`src/rtl/fifo_wr_arbiter.sv`:
```
// ============================================================================
// Module   : fifo_wr_arbiter
// Brief    : Round-robin burst arbiter granting N requesters the write port of
//            one shared FIFO, with up to MAX_BURST words per grant.
// Revision : 1.0 - initial release
// ============================================================================
`default_nettype none

module fifo_wr_arbiter #(
    parameter int NUM_REQ    = 4,
    parameter int DATA_WIDTH = 32,
    parameter int MAX_BURST  = 4
) (
    input  logic                          clk,
    input  logic                          reset,
    input  logic [NUM_REQ-1:0]            req,
    input  logic [NUM_REQ*DATA_WIDTH-1:0] req_data,
    output logic [NUM_REQ-1:0]            req_ack,
    output logic [NUM_REQ-1:0]            grant,
    input  logic                          fifo_full,
    output logic                          fifo_write_en,
    output logic [DATA_WIDTH-1:0]         fifo_din,
    output logic                          busy,
    output logic                          burst_done
);

    localparam int IDX_W = $clog2(NUM_REQ);
    localparam int CNT_W = $clog2(MAX_BURST);
    localparam logic [CNT_W-1:0]   C_CNT_LAST = CNT_W'(MAX_BURST - 1);
    localparam logic [IDX_W-1:0]   C_LAST_RST = IDX_W'(NUM_REQ - 1);
    localparam logic [NUM_REQ-1:0] C_ONE      = NUM_REQ'(1);

    typedef enum logic [0:0] {
        ST_IDLE  = 1'b0,
        ST_BURST = 1'b1
    } state_t;

    state_t               r_state, w_state_next;
    logic [NUM_REQ-1:0]   r_grant, w_grant_next;
    logic [IDX_W-1:0]     r_gidx, w_gidx_next;
    logic [IDX_W-1:0]     r_last_id, w_last_next;
    logic [CNT_W-1:0]     r_cnt, w_cnt_next;
    logic                 r_burst_done, w_done_next;

    logic [DATA_WIDTH-1:0] w_slice [NUM_REQ];
    logic [IDX_W-1:0]      w_win_idx;
    logic                  w_win_valid;
    int                    w_scan_idx;
    logic                  w_req_g;
    logic                  w_busy;
    logic                  w_write;

    for (genvar k = 0; k < NUM_REQ; k++) begin : g_slice
        assign w_slice[k] = req_data[k*DATA_WIDTH +: DATA_WIDTH];
    end

    // Scan from the farthest offset down so the nearest requester after last_id wins.
    always_comb begin
        w_win_idx   = r_last_id;
        w_win_valid = 1'b0;
        w_scan_idx  = 0;
        for (int i = NUM_REQ; i >= 1; i--) begin
            w_scan_idx = (int'(r_last_id) + i) % NUM_REQ;
            if (req[IDX_W'(w_scan_idx)]) begin
                w_win_idx   = IDX_W'(w_scan_idx);
                w_win_valid = 1'b1;
            end
        end
    end

    // Outputs are forced quiet during reset, even before the state register clears.
    assign w_busy  = (r_state == ST_BURST) && !reset;
    assign w_req_g = req[r_gidx];
    assign w_write = w_busy && w_req_g && !fifo_full;

    assign busy          = w_busy;
    assign fifo_write_en = w_write;
    assign req_ack       = w_write ? r_grant : '0;
    assign grant         = r_grant;
    assign fifo_din      = w_slice[r_gidx];
    assign burst_done    = r_burst_done;

    always_comb begin
        w_state_next = r_state;
        w_grant_next = r_grant;
        w_gidx_next  = r_gidx;
        w_last_next  = r_last_id;
        w_cnt_next   = r_cnt;
        w_done_next  = 1'b0;
        case (r_state)
            ST_IDLE: begin
                if (w_win_valid) begin
                    w_state_next = ST_BURST;
                    w_grant_next = C_ONE << w_win_idx;
                    w_gidx_next  = w_win_idx;
                    w_last_next  = w_win_idx;
                    w_cnt_next   = '0;
                end
            end
            ST_BURST: begin
                if (w_write) begin
                    w_cnt_next = r_cnt + 1'b1;
                end
                if ((w_write && (r_cnt == C_CNT_LAST)) || !w_req_g) begin
                    w_state_next = ST_IDLE;
                    w_grant_next = '0;
                    w_done_next  = 1'b1;
                end
            end
            default: begin
                w_state_next = ST_IDLE;
                w_grant_next = '0;
            end
        endcase
    end

    always_ff @(posedge clk) begin
        if (reset) begin
            r_state      <= ST_IDLE;
            r_grant      <= '0;
            r_gidx       <= '0;
            r_last_id    <= C_LAST_RST;
            r_cnt        <= '0;
            r_burst_done <= 1'b0;
        end else begin
            r_state      <= w_state_next;
            r_grant      <= w_grant_next;
            r_gidx       <= w_gidx_next;
            r_last_id    <= w_last_next;
            r_cnt        <= w_cnt_next;
            r_burst_done <= w_done_next;
        end
    end

endmodule

`default_nettype wire

```
`config.mk`:
```
export PLATFORM = sky130hd
export DESIGN_NAME = fifo_wr_arbiter
export DESIGN_NICKNAME = d
export VERILOG_FILES = /design/src/rtl/fifo_wr_arbiter.sv
export SDC_FILE = /design/constraint.sdc
export NUM_CORES = 1
export LEC_CHECK = 0
export BUFFER_PORTS_ARGS = -buffer_cell sky130_fd_sc_hd__buf_2
export CAP_MARGIN = 5
export CORE_ASPECT_RATIO = 1.25
export CORE_MARGIN = 2
export CORE_UTILIZATION = 32
export DETAILED_ROUTE_END_ITERATION = 6
export PLACE_DENSITY = 0.92
export SLEW_MARGIN = 20
export SYNTH_ARGS = -nofsm -noshare
export SYNTH_HDL_FRONTEND = slang
export SYNTH_SLANG_ARGS = --single-unit
```
`constraint.sdc`:
```
create_clock -name clk -period 2.3 [get_ports clk]
set_input_delay 0.46 -clock clk [delete_from_list [all_inputs] [get_ports clk]]
set_output_delay 0.46 -clock clk [all_outputs]
set_load 0.03 [all_outputs]
```
==> results of run 1 <==
==> cell families after synthesis <==
| group | share of synthesized area |
|---|---|
| multiplexers | 0.547 |
| AND/OR/NAND/NOR | 0.112 |
| AO/OA/AOI/OAI | 0.102 |
| buffers and inverters | 0.0555 |
| flip-flops | 0.175 |
| adder cells (fa/ha/maj) | 0.00909 |
==> registers in the layout, indices dropped and copies added, names as in the netlist <==
name,cells
r_state,1
r_cnt,2
r_gidx,2
burst_done,1
grant,4
r_last_id,2
==> power by group through the flow <==
| stage | clock, mW | sequential (mW) | combinational [mW] |
|---|---|---|---|
| floorplan | 0 | 0.258 | 0.526 |
| global placement | 0 | 0.249 | 0.766 |
| detailed placement | 0 | 0.251 | 0.785 |
| CTS | 0.233 | 0.247 | 0.787 |
| global route | 0.244 | 0.249 | 0.836 |
| finish | 0.231 | 0.248 | 0.792 |
==> metrics by stage <==
step / utilization / std cells
2_1_floorplan: - / 110
3_3_place_gp: 0.562 / 334
3_5_place_dp: 0.562 / 334
4_1_cts: 0.575 / 338
5_1_grt: 0.586 / 348
6_report: 0.589 / 353
==> worst paths after layout <==
path | start | to | slack (ps)
setup / recovery | r_gidx[0] | req_ack[3] | 50
hold / removal | r_cnt[0] | r_cnt[0] | 470
setup reg to reg | r_gidx[0] | r_cnt[0] | 610
hold reg to reg | r_cnt[0] | r_cnt[0] | 470
==> final cells by class <==
class	instances	area, sq um	area share
Multi-Input combinational cell	83	1060	0.440
Timing Repair Buffer	183	943	0.390
Sequential cell	12	241	0.0999
Tap cell	56	70.1	0.0290
Clock buffer	4	55.1	0.0228
Antenna cell	11	27.5	0.0114
Inverter	4	15.0	0.00621
==> critical path, cell delays in order (launching register included) <==
cell	delay [ps]
dfxtp_2	380
mux4_2	560
and3b_2	270
and2_1	160
buf_2	170
==> repair_timing <==
item                                    in CTS  in global routing
endpoints found under the setup margin       0                  4
resized for setup                            0                  1
endpoints found under the hold margin        0                  0
setup buffers                                0                  4
==> cells in the mapped netlist <==
library cell	count
o21ai_1	1
dfxtp_1	12
nand2_1	3
nand2b_1	3
a32o_1	2
nor4_1	1
nand4_1	1
a21o_1	3
mux2i_1	1
and2_1	4
o32ai_1	2
buf_2	4
o21ai_0	3
or2_2	1
nor2_1	4
nand3_1	4
inv_1	4
nor2b_1	5
o211a_1	1
ha_1	1
a21boi_0	1
nor3_1	1
mux4_2	33
o211ai_1	2
o21bai_1	1
a21oi_1	4
clkbuf_1	5
and3b_1	1
buf_6	2
==> per-layer routing <==
metal	global-route usage	routed length [um]	vias to the layer above	part of all wire
met5	0	33	-	0.0050
met4	0.0622	116	6	0.017
met3	0.180	1030	19	0.15
met2	0.468	3260	131	0.49
met1	0.272	2210	904	0.33
li1	-	-	827	-
==> results.json, run 1 <==
{
  "crit_arrival_ps": 1790,
  "sw_frac_of_total": 0.425,
  "worstMarginPinSlew_ps": 605,
  "routabilityCongestion": 0.921,
  "clkLatencyLatePin_ps": 250,
  "min_period_ps": 2250,
  "htreeDepth": 1,
  "reg2reg_depth": 5,
  "p_leak_nw": 1.19,
  "startpoint_type": "register",
  "ant_nets": 0,
  "synth_area_leader_cell": "mux4_2",
  "drc_errors": 0,
  "ir_drop_v": 0.000290,
  "grt_antenna_before_repair": 13,
  "clk_pin_slew_worst_paths_ps": 50,
  "power_mw": 1.27,
  "hold_viol": 0,
  "grt_max_degree": 34,
  "ys_warn_count": 0,
  "rsz0062_at_grt": "false",
  "finalSetupTns_ps": 0,
  "grt_pass1_wl_um": 9970,
  "cap_violations": 0,
  "yosysSeqAreaShare": 0.175,
  "syn_inst": 110,
  "vias_per_cell": 5.35,
  "cts_tree": "yes",
  "drive_gt1_frac": 0.783,
  "synth_area_sq_mm": 0.00138,
  "cts_buffers": 3,
  "hpwl_um": 5710,
  "synth_cell_type_count": 29,
  "intPower_mw": 0.731,
  "first_pass_iters": 4,
  "io_pins": 178,
  "slew_headroom": 0.593,
  "grt_overflow": 0,
  "gr-usage-all-layers": 0.272,
  "whs_ps": 472,
  "synth_top_cells_by_area": "mux4_2 (54%), dfxtp_1 (17%), nor2b_1 (2.3%), and2_1 (1.8%), a21o_1 (1.6%)",
  "period_share": 0.979,
  "yosys.area.top_type_share": 0.540,
  "layout_commonest_cell": "buf_2",
  "stdcell_area_sq_mm": 0.00242,
  "maxSlewViolCount": 0,
  "critPathRequiredTime_ps": 1840,
  "routed_wl_um": 6650,
  "endpoint_kind": "output pin",
  "fill_cells": 369,
  "grt_pass1_vias": 1883,
  "cp_max_fo": 6,
  "fin_skew_ps": 3.49,
  "p_seq_frac": 0.195,
  "vias": 1887,
  "switchingPower_mw": 0.541,
  "avgSynthCellArea_sq_um": 12.5,
  "power_frac_comb": 0.623,
  "cts.sinks": 12,
  "ys_seq_elements": 12,
  "dpl_cell_area_sq_mm": 0.00230,
  "core_area_sq_mm": 0.00410,
  "drt_iter0_markers": 98,
  "place_ws_ps": 84.4,
  "syn-num-nets": 246,
  "final_cell_mix": "buf_2 (177), mux4_2 (33), dfxtp_1 (11)",
  "hold_path_class": "reg2reg",
  "clkPwrFrac": 0.182,
  "setup_slack_ps": 47.9,
  "holdBufCountCts": 0,
  "synthToLayoutAreaGrowth_pct": 75.5,
  "max_freq_mhz": 444,
  "die_y_um": 77.3,
  "hold_depth": 1,
  "layout.nets": 423,
  "crit_type": "reg2out",
  "port_buffers": 177,
  "setup_viol": 0,
  "status": "completed",
  "clockBufferDepth": 2,
  "dieArea_sq_mm": 0.00485,
  "core.rowCount": 26,
  "power.density_mw_per_mm2": 526,
  "die_w_um": 62.7,
  "initial_utilization": 0.336,
  "cts_root_buf": "clkbuf_8",
  "wire_per_inst_um": 18.8
}
Power figures use the tool's default switching activity.
==> run 2, diff against run 1 <==
Settings changed: ABC_AREA set to 1, CORE_UTILIZATION 32 to 35, PLACE_DENSITY 0.92 to 0.93, SETUP_SLACK_MARGIN set to 0.5.
==> results.json, run 2 <==
{
  "status": "completed",
  "crit_arrival_ps": 1620,
  "max_freq_mhz": 481,
  "syn_inst": 304,
  "core_area_sq_mm": 0.00446,
  "hold_depth": 2,
  "gr-usage-all-layers": 0.294,
  "synth_most_common_cell": "nor2_1",
  "min_period_ps": 2080,
  "ir_drop_v": 0.000936,
  "synthToLayoutAreaGrowth_pct": 90.3,
  "ant_nets": 0,
  "synth_enable_flop_cells": 0,
  "finalNonFillerCells": 542,
  "p_leak_nw": 1.61,
  "layout.nets": 620,
  "htreeDepth": 1,
  "routed_wl_um": 8220,
  "startpoint_type": "register",
  "grt_overflow": 0,
  "synth_flop_cell": "dfxtp_1",
  "io_pins": 178,
  "power.density_mw_per_mm2": 1510,
  "cts_tree": "yes",
  "grt_pass1_wl_um": 12300,
  "largest_reg_flops": 4,
  "worstMarginPinSlew_ps": 353,
  "cp_max_fo": 7,
  "place_ws_ps": 168,
  "clk_pin_slew_worst_paths_ps": 50,
  "synth_area_sq_mm": 0.00163,
  "syn-num-nets": 440,
  "holdBufCountCts": 0,
  "yosys.area.top_type_share": 0.209,
  "die_w_um": 65.0,
  "synth_top_cells_by_area": "o21ai_0 (21%), nor2_1 (17%), dfxtp_1 (15%), o22ai_1 (12%), nand2_1 (8.8%)",
  "vias": 2937,
  "cts.sinks": 12,
  "setup_viol": 0,
  "drc_errors": 0,
  "setup_slack_ps": 221,
  "cap_violations": 0,
  "clkLatencyLatePin_ps": 240,
  "ys_seq_elements": 12,
  "power_mw": 4.69,
  "drt_iter0_markers": 201,
  "multi_input_comb_area_sq_mm": 0.00148,
  "ys_warn_count": 0,
  "fin_skew_ps": 0.706,
  "first_pass_iters": 4,
  "clockBufferDepth": 2,
  "core.rowCount": 27,
  "final_cell_mix": "buf_2 (169), nor2_1 (68), o21ai_0 (37), nand2_1 (37), o22ai_2 (31)",
  "fill_cells": 381,
  "vias_per_cell": 5.42,
  "cts_buffers": 3,
  "grt_pass1_vias": 2693,
  "rsz0062_at_grt": "true",
  "wire_per_inst_um": 15.2,
  "hpwl_um": 6080,
  "whs_ps": 483,
  "async_reset_ff_frac": 0,
  "routabilityCongestion": 0.968,
  "avgSynthCellArea_sq_um": 5.36,
  "cts_root_buf": "clkbuf_8",
  "grt_max_degree": 45,
  "synth_cell_type_count": 25,
  "hold_viol": 0,
  "endpoint_kind": "output pin",
  "slew_headroom": 0.762,
  "drive_gt1_frac": 0.553,
  "critPathRequiredTime_ps": 1840,
  "crit_type": "reg2out",
  "synth_common_cells": "nor2_1 (73), o21ai_0 (68), nand2_1 (38)",
  "dieArea_sq_mm": 0.00522,
  "grt_antenna_before_repair": 1,
  "synth_area_leader_cell": "o21ai_0",
  "register_area_sq_um": 248,
  "initial_utilization": 0.365,
  "layout_commonest_cell": "buf_2",
  "period_share": 0.904,
  "finalSetupTns_ps": 0,
  "yosysSeqAreaShare": 0.147,
  "reg2reg_depth": 14,
  "port_buffers": 177,
  "placed_cells": 525,
  "die_y_um": 80.3,
  "maxSlewViolCount": 0,
  "hold_path_class": "reg2reg"
}
-- run 2: area by class of cell --
cell class / instances / area share
flip-flops and latches: 12 / 0.0799
clock buffers: 4 / 0.0178
multi-input cells: 247 / 0.478
inverters: 23 / 0.0323
well taps: 58 / 0.0234
diodes: 1 / 0.000807
repair buffers: 197 / 0.368
-- run 2: critical path: stages (launching register included) --
cell        delay [ps]
dfxtp_4            400
a21oi_2             70
o21ai_1            110
nand2_1            160
nor2_4             150
clkinvlp_4         210
nor2_4             130
buf_6              130
-- run 2: kinds of logic (layout without fill, tap and decap cells) --
group	Yosys count	count (layout)	synth area share
AND/OR/NAND/NOR	132	132	0.336
AO/OA/AOI/OAI	114	114	0.390
buffers and inverters	45	224	0.118
adder cells (fa/ha/maj)	1	1	0.00768
other	0	1	0
flip-flops	12	12	0.147
-- run 2: worst paths after layout --
kind / startpoint / to / slack, ps
max: r_gidx[0] / req_ack[1] / 220
min: grant[0] / grant[0] / 480
min reg2reg: grant[0] / grant[0] / 480
max reg2reg: r_gidx[0] / grant[2] / 410
-- run 2: metal layers --
layer | up-vias | GRT usage | wire [um]
met3 | 33 | 0.0532 | 712
met2 | 176 | 0.521 | 4070
met1 | 1330 | 0.353 | 3110
met4 | 0 | 0.104 | 320
met5 | - | 0 | 0
li1 | 1398 | - | -
-- run 2: timing repair --
action,4_1_cts,5_1_grt
resized for setup,41,32
setup buffers,10,2
setup endpoints to repair,37,45
cloned,0,0
hold endpoints to repair,0,0
pin swaps,3,4
-- run 2: report_power, final --
| group | internal, mW | total [mW] | switching (mW) | leakage [nW] |
|---|---|---|---|---|
| Combinational | 1.43 | 4.05 | 2.61 | 1.48 |
| Sequential | 0.297 | 0.411 | 0.114 | 0.0996 |
| Clock | 0.152 | 0.235 | 0.0831 | 0.0288 |
| Total | 1.88 | 4.69 | 2.81 | 1.61 |
-- run 2: through the flow --
stage	area, sq um	utilization
floorplan	1900	-
global placement	2810	0.630
detailed placement	2810	0.630
CTS	3020	0.678
global route	3100	0.695
finish	3100	0.695
